===== src/rtl/alu_reservation_station_if.sv =====
// Dispatch, CDB snoop and issue signals between the scheduler and the ALU
// reservation station.
interface alu_reservation_station_if #(
  parameter int unsigned DEPTH  = 4,
  parameter int unsigned TAG_W  = 3,
  parameter int unsigned DATA_W = 16
);
  localparam int unsigned OCC_W = $clog2(DEPTH + 1);

  logic              disp_valid;
  logic              disp_ready;
  logic [3:0]        disp_alu_op;
  logic [DATA_W-1:0] disp_src1_val;
  logic              disp_src1_rdy;
  logic [TAG_W-1:0]  disp_src1_tag;
  logic [DATA_W-1:0] disp_src2_val;
  logic              disp_src2_rdy;
  logic [TAG_W-1:0]  disp_src2_tag;
  logic [TAG_W-1:0]  disp_dst_tag;
  logic              cdb_valid;
  logic [TAG_W-1:0]  cdb_tag;
  logic [DATA_W-1:0] cdb_value;
  logic              issue_valid;
  logic              issue_ready;
  logic [DATA_W-1:0] issue_op1;
  logic [DATA_W-1:0] issue_op2;
  logic [3:0]        issue_alu_op;
  logic [TAG_W-1:0]  issue_dst_tag;
  logic [OCC_W-1:0]  occupancy;

  modport master (
    output disp_valid, disp_alu_op, disp_src1_val, disp_src1_rdy, disp_src1_tag,
           disp_src2_val, disp_src2_rdy, disp_src2_tag, disp_dst_tag,
           cdb_valid, cdb_tag, cdb_value, issue_ready,
    input  disp_ready, issue_valid, issue_op1, issue_op2, issue_alu_op,
           issue_dst_tag, occupancy
  );

  modport slave (
    input  disp_valid, disp_alu_op, disp_src1_val, disp_src1_rdy, disp_src1_tag,
           disp_src2_val, disp_src2_rdy, disp_src2_tag, disp_dst_tag,
           cdb_valid, cdb_tag, cdb_value, issue_ready,
    output disp_ready, issue_valid, issue_op1, issue_op2, issue_alu_op,
           issue_dst_tag, occupancy
  );
endinterface


===== src/rtl/alu_reservation_station.sv =====
// Age-ordered collapsing reservation station feeding the 16-bit ALU through a
// registered issue stage; pending operands are captured by snooping the CDB.
module alu_reservation_station #(
  parameter int unsigned DEPTH  = 4,
  parameter int unsigned TAG_W  = 3,
  parameter int unsigned DATA_W = 16
) (
  input logic                    clk,
  input logic                    rst,
  alu_reservation_station_if.slave bus
);
  localparam int unsigned OCC_W = $clog2(DEPTH + 1);
  localparam logic [OCC_W-1:0] FULL = OCC_W'(DEPTH);

  typedef struct packed {
    logic              valid;
    logic [3:0]        alu_op;
    logic [TAG_W-1:0]  dst_tag;
    logic              rdy1;
    logic [TAG_W-1:0]  tag1;
    logic [DATA_W-1:0] val1;
    logic              rdy2;
    logic [TAG_W-1:0]  tag2;
    logic [DATA_W-1:0] val2;
  } entry_t;

  entry_t            ent     [DEPTH];
  entry_t            snooped [DEPTH];
  entry_t            ent_nxt [DEPTH];
  entry_t            sel_ent;
  entry_t            new_ent;
  logic [OCC_W-1:0]  occ;
  logic [OCC_W-1:0]  occ_after;
  logic              found;
  int unsigned       sel;
  logic              accept;
  logic              load;

  logic              issue_valid;
  logic [DATA_W-1:0] issue_op1;
  logic [DATA_W-1:0] issue_op2;
  logic [3:0]        issue_alu_op;
  logic [TAG_W-1:0]  issue_dst_tag;

  assign bus.disp_ready    = (occ < FULL);
  assign bus.occupancy     = occ;
  assign bus.issue_valid   = issue_valid;
  assign bus.issue_op1     = issue_op1;
  assign bus.issue_op2     = issue_op2;
  assign bus.issue_alu_op  = issue_alu_op;
  assign bus.issue_dst_tag = issue_dst_tag;

  assign accept    = bus.disp_valid && bus.disp_ready;
  assign load      = (!issue_valid || bus.issue_ready) && found;
  assign occ_after = occ - OCC_W'(load);

  // Oldest eligible entry, judged on registered ready bits only.
  always_comb begin
    found   = 1'b0;
    sel     = 0;
    sel_ent = '0;
    for (int unsigned i = 0; i < DEPTH; i++) begin
      if (!found && ent[i].valid && ent[i].rdy1 && ent[i].rdy2) begin
        found   = 1'b1;
        sel     = i;
        sel_ent = ent[i];
      end
    end
  end

  always_comb begin
    new_ent         = '0;
    new_ent.valid   = 1'b1;
    new_ent.alu_op  = bus.disp_alu_op;
    new_ent.dst_tag = bus.disp_dst_tag;
    new_ent.tag1    = bus.disp_src1_tag;
    new_ent.tag2    = bus.disp_src2_tag;
    new_ent.rdy1    = bus.disp_src1_rdy;
    new_ent.val1    = bus.disp_src1_val;
    new_ent.rdy2    = bus.disp_src2_rdy;
    new_ent.val2    = bus.disp_src2_val;
    if (!bus.disp_src1_rdy && bus.cdb_valid && bus.cdb_tag == bus.disp_src1_tag) begin
      new_ent.rdy1 = 1'b1;
      new_ent.val1 = bus.cdb_value;
    end
    if (!bus.disp_src2_rdy && bus.cdb_valid && bus.cdb_tag == bus.disp_src2_tag) begin
      new_ent.rdy2 = 1'b1;
      new_ent.val2 = bus.cdb_value;
    end
  end

  // Snoop first, then collapse over the issued slot, then append the dispatch.
  always_comb begin
    for (int unsigned i = 0; i < DEPTH; i++) begin
      snooped[i] = ent[i];
      if (ent[i].valid && bus.cdb_valid) begin
        if (!ent[i].rdy1 && ent[i].tag1 == bus.cdb_tag) begin
          snooped[i].rdy1 = 1'b1;
          snooped[i].val1 = bus.cdb_value;
        end
        if (!ent[i].rdy2 && ent[i].tag2 == bus.cdb_tag) begin
          snooped[i].rdy2 = 1'b1;
          snooped[i].val2 = bus.cdb_value;
        end
      end
    end
    for (int unsigned i = 0; i < DEPTH; i++) begin
      ent_nxt[i] = snooped[i];
    end
    if (load) begin
      for (int unsigned i = 0; i + 1 < DEPTH; i++) begin
        if (i >= sel) ent_nxt[i] = snooped[i + 1];
      end
      ent_nxt[DEPTH-1] = '0;
    end
    if (accept) begin
      for (int unsigned i = 0; i < DEPTH; i++) begin
        if (32'(occ_after) == i) ent_nxt[i] = new_ent;
      end
    end
  end

  always_ff @(posedge clk) begin
    if (rst) begin
      for (int unsigned i = 0; i < DEPTH; i++) ent[i] <= '0;
      occ           <= '0;
      issue_valid   <= 1'b0;
      issue_op1     <= '0;
      issue_op2     <= '0;
      issue_alu_op  <= '0;
      issue_dst_tag <= '0;
    end else begin
      for (int unsigned i = 0; i < DEPTH; i++) ent[i] <= ent_nxt[i];
      occ <= occ + OCC_W'(accept) - OCC_W'(load);
      if (load) begin
        issue_valid   <= 1'b1;
        issue_op1     <= sel_ent.val1;
        issue_op2     <= sel_ent.val2;
        issue_alu_op  <= sel_ent.alu_op;
        issue_dst_tag <= sel_ent.dst_tag;
      end else if (bus.issue_ready) begin
        issue_valid <= 1'b0;
      end
    end
  end
endmodule


===== src/flat_wrapper.sv =====
// flat-port wrapper written by rule: the top's interface ports become plain ports
module alu_reservation_station_flat 
#(
  parameter int unsigned DEPTH  = 4,
  parameter int unsigned TAG_W  = 3,
  parameter int unsigned DATA_W = 16
)
  (clk, rst, bus_disp_valid, bus_disp_alu_op, bus_disp_src1_val, bus_disp_src1_rdy, bus_disp_src1_tag, bus_disp_src2_val, bus_disp_src2_rdy, bus_disp_src2_tag, bus_disp_dst_tag, bus_cdb_valid, bus_cdb_tag, bus_cdb_value, bus_issue_ready, bus_disp_ready, bus_issue_valid, bus_issue_op1, bus_issue_op2, bus_issue_alu_op, bus_issue_dst_tag, bus_occupancy);
  alu_reservation_station_if #(.DEPTH(DEPTH), .TAG_W(TAG_W), .DATA_W(DATA_W)) bus_i ();
  input logic clk;
  input logic rst;
  input wire logic [$bits(bus_i.disp_valid)-1:0] bus_disp_valid;
  input wire logic [$bits(bus_i.disp_alu_op)-1:0] bus_disp_alu_op;
  input wire logic [$bits(bus_i.disp_src1_val)-1:0] bus_disp_src1_val;
  input wire logic [$bits(bus_i.disp_src1_rdy)-1:0] bus_disp_src1_rdy;
  input wire logic [$bits(bus_i.disp_src1_tag)-1:0] bus_disp_src1_tag;
  input wire logic [$bits(bus_i.disp_src2_val)-1:0] bus_disp_src2_val;
  input wire logic [$bits(bus_i.disp_src2_rdy)-1:0] bus_disp_src2_rdy;
  input wire logic [$bits(bus_i.disp_src2_tag)-1:0] bus_disp_src2_tag;
  input wire logic [$bits(bus_i.disp_dst_tag)-1:0] bus_disp_dst_tag;
  input wire logic [$bits(bus_i.cdb_valid)-1:0] bus_cdb_valid;
  input wire logic [$bits(bus_i.cdb_tag)-1:0] bus_cdb_tag;
  input wire logic [$bits(bus_i.cdb_value)-1:0] bus_cdb_value;
  input wire logic [$bits(bus_i.issue_ready)-1:0] bus_issue_ready;
  output wire logic [$bits(bus_i.disp_ready)-1:0] bus_disp_ready;
  output wire logic [$bits(bus_i.issue_valid)-1:0] bus_issue_valid;
  output wire logic [$bits(bus_i.issue_op1)-1:0] bus_issue_op1;
  output wire logic [$bits(bus_i.issue_op2)-1:0] bus_issue_op2;
  output wire logic [$bits(bus_i.issue_alu_op)-1:0] bus_issue_alu_op;
  output wire logic [$bits(bus_i.issue_dst_tag)-1:0] bus_issue_dst_tag;
  output wire logic [$bits(bus_i.occupancy)-1:0] bus_occupancy;
  assign bus_i.disp_valid = bus_disp_valid;
  assign bus_i.disp_alu_op = bus_disp_alu_op;
  assign bus_i.disp_src1_val = bus_disp_src1_val;
  assign bus_i.disp_src1_rdy = bus_disp_src1_rdy;
  assign bus_i.disp_src1_tag = bus_disp_src1_tag;
  assign bus_i.disp_src2_val = bus_disp_src2_val;
  assign bus_i.disp_src2_rdy = bus_disp_src2_rdy;
  assign bus_i.disp_src2_tag = bus_disp_src2_tag;
  assign bus_i.disp_dst_tag = bus_disp_dst_tag;
  assign bus_i.cdb_valid = bus_cdb_valid;
  assign bus_i.cdb_tag = bus_cdb_tag;
  assign bus_i.cdb_value = bus_cdb_value;
  assign bus_i.issue_ready = bus_issue_ready;
  assign bus_disp_ready = bus_i.disp_ready;
  assign bus_issue_valid = bus_i.issue_valid;
  assign bus_issue_op1 = bus_i.issue_op1;
  assign bus_issue_op2 = bus_i.issue_op2;
  assign bus_issue_alu_op = bus_i.issue_alu_op;
  assign bus_issue_dst_tag = bus_i.issue_dst_tag;
  assign bus_occupancy = bus_i.occupancy;
  alu_reservation_station #(.DEPTH(DEPTH), .TAG_W(TAG_W), .DATA_W(DATA_W)) u_core (.clk(clk), .rst(rst), .bus(bus_i));
endmodule

===== config.mk =====
export PLATFORM = sky130hd
export DESIGN_NAME = alu_reservation_station_flat
export DESIGN_NICKNAME = d
export VERILOG_FILES = /design/src/rtl/alu_reservation_station_if.sv /design/src/rtl/alu_reservation_station.sv /design/src/flat_wrapper.sv
export SDC_FILE = /design/constraint.sdc
export NUM_CORES = 1
export LEC_CHECK = 0
export BUFFER_PORTS_ARGS = -buffer_cell sky130_fd_sc_hd__buf_2
export CAP_MARGIN = 20
export CORE_UTILIZATION = 40
export CTS_CLUSTER_SIZE = 20
export DETAILED_ROUTE_END_ITERATION = 8
export HOLD_SLACK_MARGIN = 0.12
export SETUP_SLACK_MARGIN = 0.5
export SLEW_MARGIN = 20
export SYNTH_ARGS = -nofsm -noshare
export SYNTH_HDL_FRONTEND = slang
export SYNTH_SLANG_ARGS = --single-unit
export TNS_END_PERCENT = 1

===== constraint.sdc =====
create_clock -name clk -period 6.15 [get_ports clk]
set_input_delay 0.3075 -clock clk [delete_from_list [all_inputs] [get_ports clk]]
set_output_delay 0.3075 -clock clk [all_outputs]
set_load 0.005 [all_outputs]

-- Word level (Yosys, flattened, before mapping)
Memories as Yosys holds them, arrays and structs flattened.
Index checks and enable logic that the tools add are counted.
Widths: inputs -> output; s select.
- bits in registers: 43
- latch bits: 0
- bits in writable memories: 192
- bits in read-only memories: 0
- bits of input ports: 71
- output and inout bits: 44
- word-level logic and storage cells: 138
- memories: 1
- memory list (name ; words ; bits a word ; rd ports ; clocked after Yosys merged registers in ; write ports ; RTL line ; text):
    u_core.ent ; 4 ; 48 ; 4 ; 0 ; 4 ; alu_reservation_station.sv:27 ; entry_t ent [DEPTH];
- $add $sub $neg: 3
- multiply operators: 0
- div/mod/pow operators: 0
- $lt $le $gt $ge: 4
- equality and inequality tests: 13
- shift operators: 0
- mux-type cells: 61
- bitwise operators: 4
- reduce and logical (&&, ||, !) cells: 46
- operators with widths (cell ; number):
    $mux 48 ; 11
    $mux 192 ; 2
    $mux 16 ; 14
    $mux 47 ; 4
    $mux 17 ; 4
    $eq 3x3->1 ; 10
    $logic_and 1x1->1 ; 29
    $mux 1 ; 24
    $logic_not 1->1 ; 14
    $eq 3x2->1 const B ; 2
    $sub 3x1->3 ; 2
    $ge 1x2->1 const A ; 2
    $mux 2 ; 2
    $or 1x1->1 ; 4
    $add 3x1->3 ; 1
    $eq 3x1->1 const B ; 1
    $logic_not 3->1 ; 1
    $lt 3x3->1 const B ; 1
    $ge 2x2->1 const A ; 1
    $reduce_bool 2->1 ; 1
    $logic_or 1x1->1 ; 1

-- Logic depth before layout (Yosys ltp)
Gate-level depths: netlist of run 1.
An unclocked memory read counts as a cell.
- word-level depth: 25
- gate-level depth with buffers: 15
- gate-level depth less buffers: 11

-- Worst setup path before layout of run 1
OpenSTA, ideal clock, no wires.
- kind: register -> register
- start: reg u_core.issue_valid, in the netlist u_core.bus.issue_valid
- end: mem u_core.ent[3][26] (netlist bit)
- setup time: 128 ps
- arrival: 2993 ps
- data required time: 6022 ps
- slack: 3030 ps
- stages on the path, launching flop included: 15
- path buffers: 3
- clock period less this slack: 3120 ps
- cell sequence: dfxtp_1 -> nor2b_1 -> a41oi_2 -> buf_2 -> buf_1 -> nand2b_1 -> inv_1 -> ha_1 -> nor3b_1 -> nand3_1 -> mux2i_1 -> clkbuf_1 -> nor3_1 -> a21oi_1 -> nor2_1
- RTL lines (item ; RTL line ; text):
    from (decl) ; alu_reservation_station.sv:39 ; logic issue_valid;
    from (signal assigned) ; alu_reservation_station.sv:127 ; issue_valid <= 1'b0;
    from (signal assigned) ; alu_reservation_station.sv:136 ; issue_valid <= 1'b1;
    from (signal assigned) ; alu_reservation_station.sv:142 ; issue_valid <= 1'b0;
    to (decl) ; alu_reservation_station.sv:27 ;

==> out/results.txt, run 1 <==
H-tree levels: 1
initial antenna violation count: 0
Crit path required time: 6.52 ns
clock buffer depth: 3
Die ar.: 30920 um2
worst r2r src: u_core.bus.issue_valid$_SDFFE_PP0P_
clk root buf: clkbuf_16
# DRC: 0
Port Buf Inserts: 114
FF-to-FF path depth: 12
post-route ant nets: 0
die height: 175.8 um
post_cts resized: 0
Die Width: 175.8 um
Power Dens Cells: 332.3 nW/um2
top-count cell post-synth: dfxtp_1
Slew Viols, Final: 0
Final Hold Fails: 0
Arr. time, crit path: 4.51 ns
crit path max fanout: 82
Power Total: 4.632 mW
Post-synth top cells: 235 x dfxtp_1, 188 x nor2_1, 180 x nand2_1
share of cells above drive strength 1: 16.79%
I/O pins: 115
leakage: 4.854 nW
Iteration-0 DRC Markers: 1294
placed cell areas: 12830 um2
Pre-Repair DR Iteration Count: 8
Row Count: 63
DR WL/cell: 22.03 um
setup TNS: 0 ns
Hold Crit Endpoint: u_core.ent[3][2]$_SDFF_PP0_
Max-cap violations: 0
Overflow after GRT: 0
slowest stage delay, CP: 0.74 ns
FF+latch area: 4705 um2
dpl hpwl: 23960 um
main area contributors after synthesis: dfxtp_1 39%, nor2_1 5.8%, nand2_1 5.6%
hold_sp: bus_disp_src2_val[2]
syn nets: 1531
fin area: 13940 um2
crit path max-delay cell type: buf_4
Placeable Area: 29720 um2
GRT Util Overall: 26.48%
Final setup viols: 0
n_diodes: 0
Fmax: 241.5 MHz
Synth area leader: dfxtp_1
Main synth FF type: dfxtp_1
fin crit share: 67.32%
Synth-to-Final Area Change: 15.32%
status: complete, no violations
Max-slew headroom: 26.46%
final worst slack: 2.010 ns
global-route wire length before repair: 64960 um
post-synthesis instance total: 1456
vias: 11700
Sink Count: 235
Max IR drop VDD: 0.2533 mV
WS Path Type: register to register
worst flop-to-flop path endpoint: u_core.ent[3][26]$_SDFF_PP0_
Syn Area/Cell: 8.302 um2
Yosys warning total: 0
area of the multi-input gates: 6857 um2
Slew @ Worst Pin: 1.103 ns
worst min-delay path category: primary input to register
unrepaired setup endpoints after global routing: no
synthesis-stage register bit count: 235
Post-Syn Area: 12090 um2
share of the synthesized area in the top cell type: 38.92%
Starting Density: 40.68%
clock skew: 0.02309 ns
crit path capture type: register
R2R Setup Slk: 2.01 ns
register area share after synthesis: 38.92%
largest net degree at the start of global routing: 96
final WL: 41800 um
clock slew at reported path FFs: 0.06 ns
vias in the first global route: 11400
worst skew pair latency: 0.54 ns
Final nets: 1563
Num CTS Buffers: 27
async set-or-reset flop fraction in the synthesized netlist: 0%
number of flops mapped to enable cells by yosys: 0
Synth cell types: 53
crit path launch type: register
vias per cell: 6.166
Placer Congestion: 0.8497
CP Cell Sequence: nor2b_1 > a41oi_4 > nand2b_1 > inv_1 > ha_1 > nor3b_1 > nand3_1 > mux2i_4 > buf_4 > nor3_1 > a21oi_1 > nor2_1
hold path cells: 4
Layout fillers: 2963
CTS tree: yes
Tmin final: 4.140 ns
worst slack, placed: 1.978 ns
layout make-up:
type / instances / area share, %
multi-input cells: 1067 / 49.19
flip-flops and latches: 235 / 33.75
repair buffers: 153 / 6.472
clock buffers: 37 / 5.332
well taps: 390 / 3.501
clock inverters: 11 / 1.652
inverters: 4 / 0.1077
sequential cells by signal, indices dropped and copies added (netlist names):
signal and count:
u_core.ent 192, u_core.bus.issue_op1 16, u_core.bus.issue_op2 16, u_core.bus.issue_alu_op 4, u_core.bus.issue_dst_tag 3, u_core.bus.occupancy 3, u_core.bus.issue_valid 1
cell families (layout without fill, tap and decap cells):
logic type,after synthesis,in the layout,share of synthesized area [%]
AOI/OAI and AO/OA,489,489,30.00
xor gates and xnor gates,33,33,2.391
adders and majority gates,4,4,0.4762
buffers and inverters,154,205,5.362
DFF,235,235,38.92
muxes,70,70,6.148
and+or+nand+nor,471,471,16.71
cell usage in the layout (no fill, tap or decap), types with 4 or more instances in the layout:
cell | netlist | final
bufinv_16 | 0 | 7
a2bb2oi_1 | 7 | 7
a22oi_1 | 32 | 32
nand2_1 | 180 | 180
xnor2_1 | 17 | 17
a21oi_1 | 127 | 126
nor2b_1 | 4 | 4
mux2i_1 | 36 | 34
clkbuf_16 | 0 | 27
nand2b_1 | 9 | 9
o21ai_0 | 34 | 33
inv_1 | 4 | 4
nand3_1 | 22 | 19
a41o_1 | 4 | 4
clkbuf_1 | 106 | 7
dfxtp_1 | 235 | 235
nor3_1 | 38 | 37
a311oi_1 | 62 | 62
a211oi_1 | 64 | 64
nor2_1 | 188 | 184
o22a_1 | 64 | 64
a311oi_2 | 9 | 9
nand3b_1 | 7 | 7
mux2_2 | 34 | 34
a222oi_1 | 39 | 39
o211ai_1 | 34 | 34
dlygate4sd3_1 | 0 | 13
xor2_1 | 16 | 16
clkinv_2 | 0 | 4
buf_2 | 29 | 113
buf_4 | 6 | 26
power breakdown:
group | internal [mW] | leakage [nW] | switching (mW) | total (mW)
logic | 0.392 | 2.47 | 0.543 | 0.936
registers | 1.74 | 1.91 | 0.167 | 1.91
clock network | 1.13 | 0.477 | 0.654 | 1.79
total | 3.27 | 4.85 | 1.36 | 4.63
through the flow:
step	std cells	hold slack, ns	util [%]
final	1897	0.2041	46.91
after global routing	1897	0.2136	46.91
after CTS	1897	0.1938	46.89
after detailed placement	1836	0.4562	43.18
after global placement	1836	0.4451	43.15
after floorplan	1456	0.4435	-
how the worst max path moves through the flow:
stage / start / endpoint / slack (ns) / depth (start not counted)
3_3_place_gp: bus_issue_ready / u_core.ent[3][26]$_SDFF_PP0_ / 2.14 / 13
4_1_cts: u_core.bus.issue_valid$_SDFFE_PP0P_ / u_core.ent[3][26]$_SDFF_PP0_ / 2.02 / 12
3_5_place_dp: bus_issue_ready / u_core.ent[3][26]$_SDFF_PP0_ / 1.98 / 13
5_1_grt: u_core.bus.issue_valid$_SDFFE_PP0P_ / u_core.ent[3][21]$_SDFF_PP0_ / 1.62 / 12
2_1_floorplan: u_core.bus.issue_valid$_SDFFE_PP0P_ / u_core.ent[3][26]$_SDFF_PP0_ / 3.03 / 14
6_report: u_core.bus.issue_valid$_SDFFE_PP0P_ / u_core.ent[3][26]$_SDFF_PP0_ / 2.01 / 12
layer usage:
| metal | vias to the layer above | track usage (%) | wire length (um) | part of all wire, % |
|---|---|---|---|---|
| met4 | 0 | 8.406 | 1119 | 2.7 |
| met1 | 5616 | 35.33 | 18290 | 44 |
| met2 | 521 | 43.96 | 19430 | 46 |
| li1 | 5475 | - | - | - |
| met3 | 84 | 3.636 | 2954 | 7.1 |
| met5 | - | 0 | 0 | 0 |
critical path: cells and delay by family, from the launching register on:
family | cells | cell delay [ns]
simple gates | 6 | 2.06
buf+inv | 2 | 0.80
flops | 1 | 0.34
mux | 1 | 0.31
compound gates | 2 | 0.22
fa+ha+maj | 1 | 0.18
what timing repair did:
item / in CTS / in global routing
setup buffers: 0 / 0
hold endpoints to repair: 43 / 0
hold buffers: 13 / 0
Note: power is estimated with default switching activity, not from simulation.
==> run 2, diff against run 1 <==
- clock period: 6.15 -> 4.15 ns (I/O delays scaled with it)
==> out/results.txt, run 2 (synthesized netlist as in run 1, its figures left out) <==
hold_sp: bus_disp_src2_val[7]
Placeable Area: 29720 um2 (unchanged)
n_diodes: 0 (unchanged)
Max-cap violations: 0 (unchanged)
dpl hpwl: 24770 um (+3.4%)
Slew Viols, Final: 0 (unchanged)
Synth-to-Final Area Change: 16.79%
Placer Congestion: 0.8395 (-1.2%)
commonest cells after routing, fill and taps aside: 235 x dfxtp_1, 185 x nor2_1, 180 x nand2_1
crit path capture type: register
Hold Buf Count CTS: 36 (+23)
crit path max fanout: 82 (unchanged)
FF-to-FF path depth: 13 (+1)
biggest regs: u_core.ent (192), u_core.bus.issue_op1 (16), u_core.bus.issue_op2 (16)
Arr. time, crit path: 3.72 ns (-0.79 ns)
Power Dens Cells: 460.2 nW/um2 (+38%)
area of the multi-input gates: 6842 um2 (-0.22%)
vias: 11900 (+1.7%)
worst r2r src: u_core.bus.issue_valid$_SDFFE_PP0P_
share of cells above drive strength 1: 16.66% (-0.13 points)
# DRC: 0 (unchanged)
Final nets: 1595 (+2.0%)
leakage: 4.935 nW (+1.7%)
Max IR drop VDD: 0.3336 mV (+32%)
post_cts resized: 0 (unchanged)
die height: 175.8 um (unchanged)
Fmax: 300.5 MHz (+24%)
worst slack, placed: 0.8272 ns (-1.150 ns)
Port Buf Inserts: 114 (unchanged)
Die ar.: 30920 um2 (unchanged)
clock skew: 0.01375 ns (-0.009333 ns)
largest net degree at the start of global routing: 110 (+15%)
Tmin final: 3.328 ns (-0.8124 ns)
final worst slack: 0.8221 ns (-1.188 ns)
clock slew at reported path FFs: 0.06 ns (about the same)
WS Path Type: register to register
clock buffer depth: 3 (unchanged)
Crit path required time: 4.54 ns (-1.98 ns)
vias in the first global route: 11130 (-2.4%)
Sink Count: 235 (unchanged)
Starting Density: 40.68% (unchanged)
Hold Crit Endpoint: u_core.ent[3][7]$_SDFF_PP0_
Die Width: 175.8 um (unchanged)
Iteration-0 DRC Markers: 1479 (+14%)
status: complete, no violations
worst min-delay path category: primary input to register
unrepaired setup endpoints after global routing: no
Num CTS Buffers: 26 (-3.7%)
initial antenna violation count: 0 (unchanged)
clk root buf: clkbuf_16
commonest non-fill, non-tap cell in the layout: dfxtp_1
Layout fillers: 2943 (-0.67%)
Reg with most FFs: u_core.ent
Max-slew headroom: 26.26% (-0.21 points)
crit path launch type: register
Pre-Repair DR Iteration Count: 8 (unchanged)
Core Util, Final: 47.51% (+0.60 points)
Final setup viols: 0 (unchanged)
vias per cell: 6.175 (+0.15%)
global-route wire length before repair: 65270 um (+0.48%)
FF+latch area: 4705 um2 (unchanged)
H-tree levels: 1 (unchanged)
hold path cells: 4 (unchanged)
R2R Setup Slk: 0.82 ns (-1.19 ns)
fin crit share: 80.19% (+13 points)
I/O pins: 115 (unchanged)
worst skew pair latency: 0.53 ns (about the same)
post-route ant nets: 0 (unchanged)
Post-CTS Setup Bufs: 0 (unchanged)
Final Hold Fails: 0 (unchanged)
Row Count: 63 (unchanged)
worst flop-to-flop path endpoint: u_core.ent[3][20]$_SDFF_PP0_
max reg flops: 192 (unchanged)
Slew @ Worst Pin: 1.085 ns (-0.01836 ns)
Overflow after GRT: 0 (unchanged)
final WL: 42570 um (+1.9%)
DR WL/cell: 22.09 um (+0.27%)
GRT Util Overall: 26.88% (+0.40 points)
setup TNS: 0 ns (unchanged)
CTS tree: yes
Power Total: 6.497 mW (+40%)
-- run 2: layer usage --
metal / routed length [um] / track usage [%]
met5: 0 / 0
met4: 1246 / 8.696
met3: 3017 / 3.550
met2: 19850 / 43.94
met1: 18460 / 36.46
-- run 2: metrics by stage --
step,hold slack (ns),std cells,cell area (um2)
after floorplan,0.3435,1456,12090
after global placement,0.4445,1846,12950
after detailed placement,0.4503,1846,12950
after CTS,0.1203,1927,14110
after global routing,0.1384,1927,14120
final,0.1324,1927,14120
-- run 2: report_power, final --
group / internal, mW / switching, mW / total, mW
logic: 0.617 / 0.816 / 1.43
registers: 2.58 / 0.248 / 2.83
clock network: 1.29 / 0.943 / 2.23
-- run 2: worst max-delay path by stage --
| stage | slack, ns | startpoint | depth (start not counted) | endpoint |
|---|---|---|---|---|
| floorplan | 1.03 | u_core.bus.issue_valid$_SDFFE_PP0P_ | 14 | u_core.ent[3][26]$_SDFF_PP0_ |
| global placement | 0.95 | u_core.bus.issue_valid$_SDFFE_PP0P_ | 13 | u_core.ent[3][30]$_SDFF_PP0_ |
| detailed placement | 0.83 | u_core.bus.issue_valid$_SDFFE_PP0P_ | 13 | u_core.ent[3][20]$_SDFF_PP0_ |
| CTS | 0.81 | u_core.bus.issue_valid$_SDFFE_PP0P_ | 13 | u_core.ent[3][7]$_SDFF_PP0_ |
| global route | 0.55 | u_core.bus.issue_valid$_SDFFE_PP0P_ | 13 | u_core.ent[3][26]$_SDFF_PP0_ |
| finish | 0.82 | u_core.bus.issue_valid$_SDFFE_PP0P_ | 13 | u_core.ent[3][20]$_SDFF_PP0_ |
-- run 2: final cells by class --
class / count / share of cell area (%)
multi-input combinational: 1067 / 48.46
clock inverter: 3 / 0.1064
sequential: 235 / 33.32
tap: 390 / 3.457
timing repair buffer: 186 / 8.934
inverter: 4 / 0.1064
clock buffer: 42 / 5.610
-- run 2: critical path, stage by stage (launching register included) --
cell	delay, ns
dfxtp_1	0.33
nor2b_1	0.51
a41oi_4	0.08
nand2b_1	0.18
inv_1	0.06
ha_1	0.19
nor3b_1	0.57
nand3_1	0.14
buf_4	0.22
mux2i_4	0.18
buf_12	0.36
nor3_1	0.10
a21oi_1	0.16
nor2_1	0.05
